**config.mk**
```make
export PLATFORM = sky130hd
export DESIGN_NAME = hazard_ctrl_unit
export DESIGN_NICKNAME = d
export VERILOG_FILES = /design/src/rtl/hazard_ctrl_unit_pkg.sv /design/src/rtl/hazard_ctrl_unit_fwd_sel.sv /design/src/rtl/hazard_ctrl_unit.sv
export SDC_FILE = /design/constraint.sdc
export NUM_CORES = 1
export LEC_CHECK = 0
export CAP_MARGIN = 10
export CORE_MARGIN = 2
export CORE_UTILIZATION = 47
export DETAILED_ROUTE_END_ITERATION = 16
export GPL_ROUTABILITY_DRIVEN = 1
export GPL_TIMING_DRIVEN = 0
export PLACE_DENSITY = 0.87
export RECOVER_POWER = 100
export SLEW_MARGIN = 10
export SYNTH_ARGS = -nofsm -noshare
export SYNTH_HDL_FRONTEND = slang
export SYNTH_HIERARCHICAL = 1
export SYNTH_SLANG_ARGS = --single-unit
export TNS_END_PERCENT = 100
```
**constraint.sdc**
```tcl
create_clock -name clk -period 6.61 [get_ports clk]
set_input_delay 1.6525 -clock clk [delete_from_list [all_inputs] [get_ports clk]]
set_output_delay 1.6525 -clock clk [all_outputs]
set_load 0.005 [all_outputs]
```
**src/rtl/hazard_ctrl_unit_pkg.sv**
```systemverilog
// Shared encodings and helpers for the pipeline hazard controller.
// Forward selects, FSM states and the register-match rule live here.
package hazard_ctrl_unit_pkg;

   typedef enum logic [1:0] {
      FWD_RF  = 2'b00,
      FWD_WB  = 2'b01,
      FWD_MEM = 2'b10
   } fwd_t;

   typedef enum logic {
      IDLE      = 1'b0,
      LOAD_WAIT = 1'b1
   } state_t;

   // Index 0 is hardwired on most ISAs, so it can optionally never match.
   function automatic logic reg_match(input logic [31:0] a,
                                      input logic [31:0] b,
                                      input logic        zero_en);
      return (a == b) && (!zero_en || (a != 32'd0));
   endfunction

endpackage

```
**src/rtl/hazard_ctrl_unit_fwd_sel.sv**
```systemverilog
// Combinational EX-operand forward select for one source register.
// EX/MEM is checked first so the newest producer wins.
module hazard_ctrl_unit_fwd_sel
   import hazard_ctrl_unit_pkg::*;
#(
   parameter int REGFILE_LEN = 6,
   parameter bit ZERO_REG_EN = 1'b1
) (
   input  logic [REGFILE_LEN-1:0] rs,
   input  logic [REGFILE_LEN-1:0] rd_mem,
   input  logic                   reg_write_mem,
   input  logic [REGFILE_LEN-1:0] rd_wb,
   input  logic                   reg_write_wb,
   output logic [1:0]             sel
);

   logic match_mem;
   logic match_wb;

   assign match_mem = reg_write_mem && reg_match(32'(rs), 32'(rd_mem), ZERO_REG_EN);
   assign match_wb  = reg_write_wb  && reg_match(32'(rs), 32'(rd_wb),  ZERO_REG_EN);

   always_comb begin
      sel = FWD_RF;
      if (match_mem) begin
         sel = FWD_MEM;
      end else if (match_wb) begin
         sel = FWD_WB;
      end
   end

endmodule

```
**src/rtl/hazard_ctrl_unit.sv**
```systemverilog
// Pipeline hazard controller: load-use bubbles, branch flushes, multi-cycle
// freezes, EX forwarding selects and a saturating stall-cycle counter.
module hazard_ctrl_unit
   import hazard_ctrl_unit_pkg::*;
#(
   parameter int REGFILE_LEN = 6,
   parameter int LOAD_LAT    = 1,
   parameter bit ZERO_REG_EN = 1'b1,
   parameter int PERF_W      = 32
) (
   input  logic                   clk,
   input  logic                   rst,
   input  logic [REGFILE_LEN-1:0] rs1_IF_ID,
   input  logic [REGFILE_LEN-1:0] rs2_IF_ID,
   input  logic [REGFILE_LEN-1:0] rs1_ID_EX,
   input  logic [REGFILE_LEN-1:0] rs2_ID_EX,
   input  logic [REGFILE_LEN-1:0] rd_ID_EX,
   input  logic                   mem_read_ID_EX,
   input  logic [REGFILE_LEN-1:0] rd_EX_MEM,
   input  logic                   reg_write_EX_MEM,
   input  logic [REGFILE_LEN-1:0] rd_MEM_WB,
   input  logic                   reg_write_MEM_WB,
   input  logic                   branch_taken_EX,
   input  logic                   mc_busy,
   output logic                   stall_IF,
   output logic                   stall_ID,
   output logic                   flush_IF_ID,
   output logic                   flush_ID_EX,
   output logic                   load_stall,
   output logic [1:0]             fwd_a,
   output logic [1:0]             fwd_b,
   output logic [PERF_W-1:0]      stall_cycles
);

   localparam int CNT_W = $clog2(LOAD_LAT + 1);

   state_t            state_reg;
   state_t            state_next;
   logic [CNT_W-1:0]  cnt_reg;
   logic [CNT_W-1:0]  cnt_next;
   logic [PERF_W-1:0] perf_reg;
   logic              haz;
   logic [1:0]        sel_a;
   logic [1:0]        sel_b;

   assign haz = mem_read_ID_EX &&
                (reg_match(32'(rd_ID_EX), 32'(rs1_IF_ID), ZERO_REG_EN) ||
                 reg_match(32'(rd_ID_EX), 32'(rs2_IF_ID), ZERO_REG_EN));

   // Controls must react in the same cycle the hazard appears, so they are
   // decoded from the registered state plus the live inputs.
   always_comb begin
      stall_IF    = 1'b0;
      stall_ID    = 1'b0;
      flush_IF_ID = 1'b0;
      flush_ID_EX = 1'b0;
      load_stall  = 1'b0;
      state_next  = state_reg;
      cnt_next    = cnt_reg;
      if (!rst) begin
         state_next = IDLE;
         cnt_next   = '0;
      end else if (mc_busy) begin
         stall_IF = 1'b1;
         stall_ID = 1'b1;
      end else if (branch_taken_EX) begin
         flush_IF_ID = 1'b1;
         flush_ID_EX = 1'b1;
         state_next  = IDLE;
         cnt_next    = '0;
      end else if (state_reg == LOAD_WAIT) begin
         stall_IF    = 1'b1;
         stall_ID    = 1'b1;
         flush_ID_EX = 1'b1;
         load_stall  = 1'b1;
         cnt_next    = cnt_reg - CNT_W'(1);
         if (cnt_reg == CNT_W'(1)) begin
            state_next = IDLE;
         end
      end else if (haz) begin
         stall_IF    = 1'b1;
         stall_ID    = 1'b1;
         flush_ID_EX = 1'b1;
         load_stall  = 1'b1;
         if (LOAD_LAT > 1) begin
            cnt_next   = CNT_W'(LOAD_LAT - 1);
            state_next = LOAD_WAIT;
         end
      end
   end

   always_ff @(posedge clk or negedge rst) begin
      if (!rst) begin
         state_reg <= IDLE;
         cnt_reg   <= '0;
      end else begin
         state_reg <= state_next;
         cnt_reg   <= cnt_next;
      end
   end

   always_ff @(posedge clk or negedge rst) begin
      if (!rst) begin
         perf_reg <= '0;
      end else if (stall_IF && (perf_reg != {PERF_W{1'b1}})) begin
         perf_reg <= perf_reg + PERF_W'(1);
      end
   end

   assign stall_cycles = perf_reg;

   hazard_ctrl_unit_fwd_sel #(
      .REGFILE_LEN (REGFILE_LEN),
      .ZERO_REG_EN (ZERO_REG_EN)
   ) u_fwd_sel_a (
      .rs            (rs1_ID_EX),
      .rd_mem        (rd_EX_MEM),
      .reg_write_mem (reg_write_EX_MEM),
      .rd_wb         (rd_MEM_WB),
      .reg_write_wb  (reg_write_MEM_WB),
      .sel           (sel_a)
   );

   hazard_ctrl_unit_fwd_sel #(
      .REGFILE_LEN (REGFILE_LEN),
      .ZERO_REG_EN (ZERO_REG_EN)
   ) u_fwd_sel_b (
      .rs            (rs2_ID_EX),
      .rd_mem        (rd_EX_MEM),
      .reg_write_mem (reg_write_EX_MEM),
      .rd_wb         (rd_MEM_WB),
      .reg_write_wb  (reg_write_MEM_WB),
      .sel           (sel_b)
   );

   assign fwd_a = rst ? sel_a : FWD_RF;
   assign fwd_b = rst ? sel_b : FWD_RF;

endmodule

```
==> flow_summary.json <==
{
  "outcome": "completed",
  "final_area_sq_um": 3230,
  "hold_depth": 1,
  "diodes": 0,
  "synth_edf_count": 0,
  "path_clk_slew_ps": 60,
  "wirelength_um": 5940,
  "die_area_sq_um": 5340,
  "worst-path-buf-inv": 3,
  "cp_slowest_stage_delay_ps": 600,
  "wl_per_cell_um": 15.3,
  "dpl_cell_area_sq_um": 3200,
  "cp_data_required_time_ps": 4960,
  "fin_crit_ps": 5790,
  "crit_family": "buffers and inverters",
  "hp-class": "reg -> reg",
  "slew_headroom_pct": 50.1,
  "final_nets": 383,
  "ys_top_cells_by_count": "xnor2_1 (44), dfrtp_1 (34), xor2_1 (23)",
  "drt_iter0_drc": 144,
  "power.total_mw": 0.506,
  "yosysTopAreaCell": "dfrtp_1",
  "numPlacedInstances": 380,
  "layoutNonFillerInstCount": 387,
  "r2r_slack_ps": 3520,
  "max_freq_mhz": 173,
  "cts_buffers": 5,
  "cts_num_sinks": 34,
  "synth_seq_cells": 34,
  "drive_above_1_share_pct": 3.90,
  "grt_first_pass_wirelength_um": 9740,
  "vias": 2111,
  "drv_cap": 0,
  "core_area_sq_um": 4660,
  "ys_seq_area_share_pct": 37.9,
  "hpwl_um": 4780,
  "start_kind": "input port",
  "setup_viol": 0,
  "p_per_area_nw_per_um2": 156,
  "avgSynthCellArea_sq_um": 9.47,
  "syn_inst": 237,
  "path_class": "in -> out",
  "cts_resized": 0,
  "area_growth_pct": 44.1,
  "slowest_stage": "dlygate4sd3_1",
  "path_depth": 7,
  "cts_setup_buffers": 0,
  "antenna_found_initial": 0,
  "cp_common_cell": "dlygate4sd3_1",
  "die_h_um": 73.1,
  "ys.flop_type": "dfrtp_1",
  "chipWidth_um": 73.1,
  "grt_max_degree": 36,
  "synthTopCellsByArea": "dfrtp_1 (38%), xnor2_1 (17%), xor2_1 (9.0%), nand3_1 (3.6%), nand4_1 (3.3%)",
  "pin_count": 90,
  "grt_pass1_vias": 2092,
  "clockRootBuffer": "clkbuf_8",
  "synth.most_common_cell": "xnor2_1",
  "peakVddDrop_mv": 0.138,
  "hold_viol": 0,
  "tns_ps": 0,
  "track_usage_pct": 23.5,
  "end_kind": "primary output",
  "clock_latency_ps": 290,
  "cts_buffer_depth": 2,
  "reg2reg_depth": 8,
  "globalRouteOverflowTotal": 0,
  "io_buffers": 89,
  "syn_nets": 287,
  "synth_warnings": 6,
  "drv_slew": 0,
  "crit_path_cell_trace": "dlygate4sd3_1 -> or4_1 -> o31ai_1 -> nand2b_1 -> o21ai_0 -> buf_4 -> dlygate4sd3_1",
  "p_leak_nw": 1.43,
  "finClkSkew_ps": 3.14,
  "rsz0062_at_grt": "false",
  "largest_register_ffs": 32,
  "vias_per_cell": 5.45,
  "fin_util_pct": 69.4,
  "syn_area_sq_um": 2240,
  "tightest_slew_ps": 749,
  "period_share_pct": 87.5,
  "initial_core_util_pct": 48.1,
  "h-tree-depth": 2,
  "synth_top_area_share_pct": 37.9,
  "async_reset_ff_share_pct": 100,
  "postRouteAntennaNets": 0,
  "cts_tree": "done",
  "hold_buffers": 0,
  "fp-row-count": 25,
  "drc": 0,
  "gp_congestion": 0.830,
  "dr.pass1.iters": 4,
  "yosysUniqueCellTypes": 39,
  "cp_data_arrival_time_ps": 4130,
  "cp_max_fo": 3
}
==> layout by cell type, fill, tap and decap left out, types with 2 or more instances in the layout <==
cell type	n
nand4_1	12
and2_1	5
dfrtp_1	34
or3_1	2
clkbuf_1	3
clkdlybuf4s50_1	48
nor2_1	12
o21ai_0	4
clkinv_2	2
nor2b_1	2
nand2b_1	3
nand3_1	16
nor3_1	17
buf_4	3
or4_1	3
xor2_1	23
nor4_1	10
dlygate4sd3_1	40
clkbuf_8	5
and4_1	4
nand2_1	18
inv_1	5
xnor2_1	44
==> where the power goes <==
group / internal, mW / switching [mW] / leakage (nW)
Combinational: 0.0702 / 0.0532 / 0.927
Clock: 0.0705 / 0.0724 / 0.0438
Sequential: 0.220 / 0.0197 / 0.456
Total: 0.360 / 0.145 / 1.43
==> kinds of logic after synthesis <==
kind of cell | count (synthesis) | synth area share (%)
buf+inv | 11 | 3.01
simple gates | 110 | 27.2
xor+xnor | 67 | 26.2
flops | 34 | 37.9
compound gates | 14 | 5.13
fa+ha+maj | 1 | 0.558
==> layer usage <==
metal,part of all wire [%],track usage [%],up-vias,routed length (um)
met5,0,0,-,0
met4,2.6,9.47,0,157
met3,3.8,4.01,19,223
met2,53,39.7,57,3130
met1,41,29.8,1005,2430
li1,-,-,1030,-
==> through the flow <==
stage | worst slack, ps | hold WS, ps
after detailed placement | 990 | 478
final | 824 | 481
after global routing | 695 | 521
after CTS | 997 | 490
after global placement | 343 | 472
after floorplan | 2060 | 477
==> worst paths after layout <==
| path | start | end |
|---|---|---|
| max in group asynchronous | rst | stall_cycles[6] |
| setup / recovery | rd_ID_EX[0] | stall_IF |
| hold reg to reg | stall_cycles[5] | stall_cycles[5] |
| setup reg to reg | stall_cycles[0] | stall_cycles[10] |
| min in group asynchronous | rst | stall_cycles[15] |
| hold / removal | stall_cycles[5] | stall_cycles[5] |
==> final cells by class <==
| cell class | instances | area, sq um |
|---|---|---|
| multi-input combinational | 192 | 1300 |
| fill | 343 | 1430 |
| sequential | 34 | 851 |
| timing repair buffer | 89 | 886 |
| clock inverter | 2 | 10.0 |
| buffer | 6 | 33.8 |
| tap | 54 | 67.6 |
| clock buffer | 5 | 68.8 |
| inverter | 5 | 18.8 |
Power figures use the tool's default switching activity.
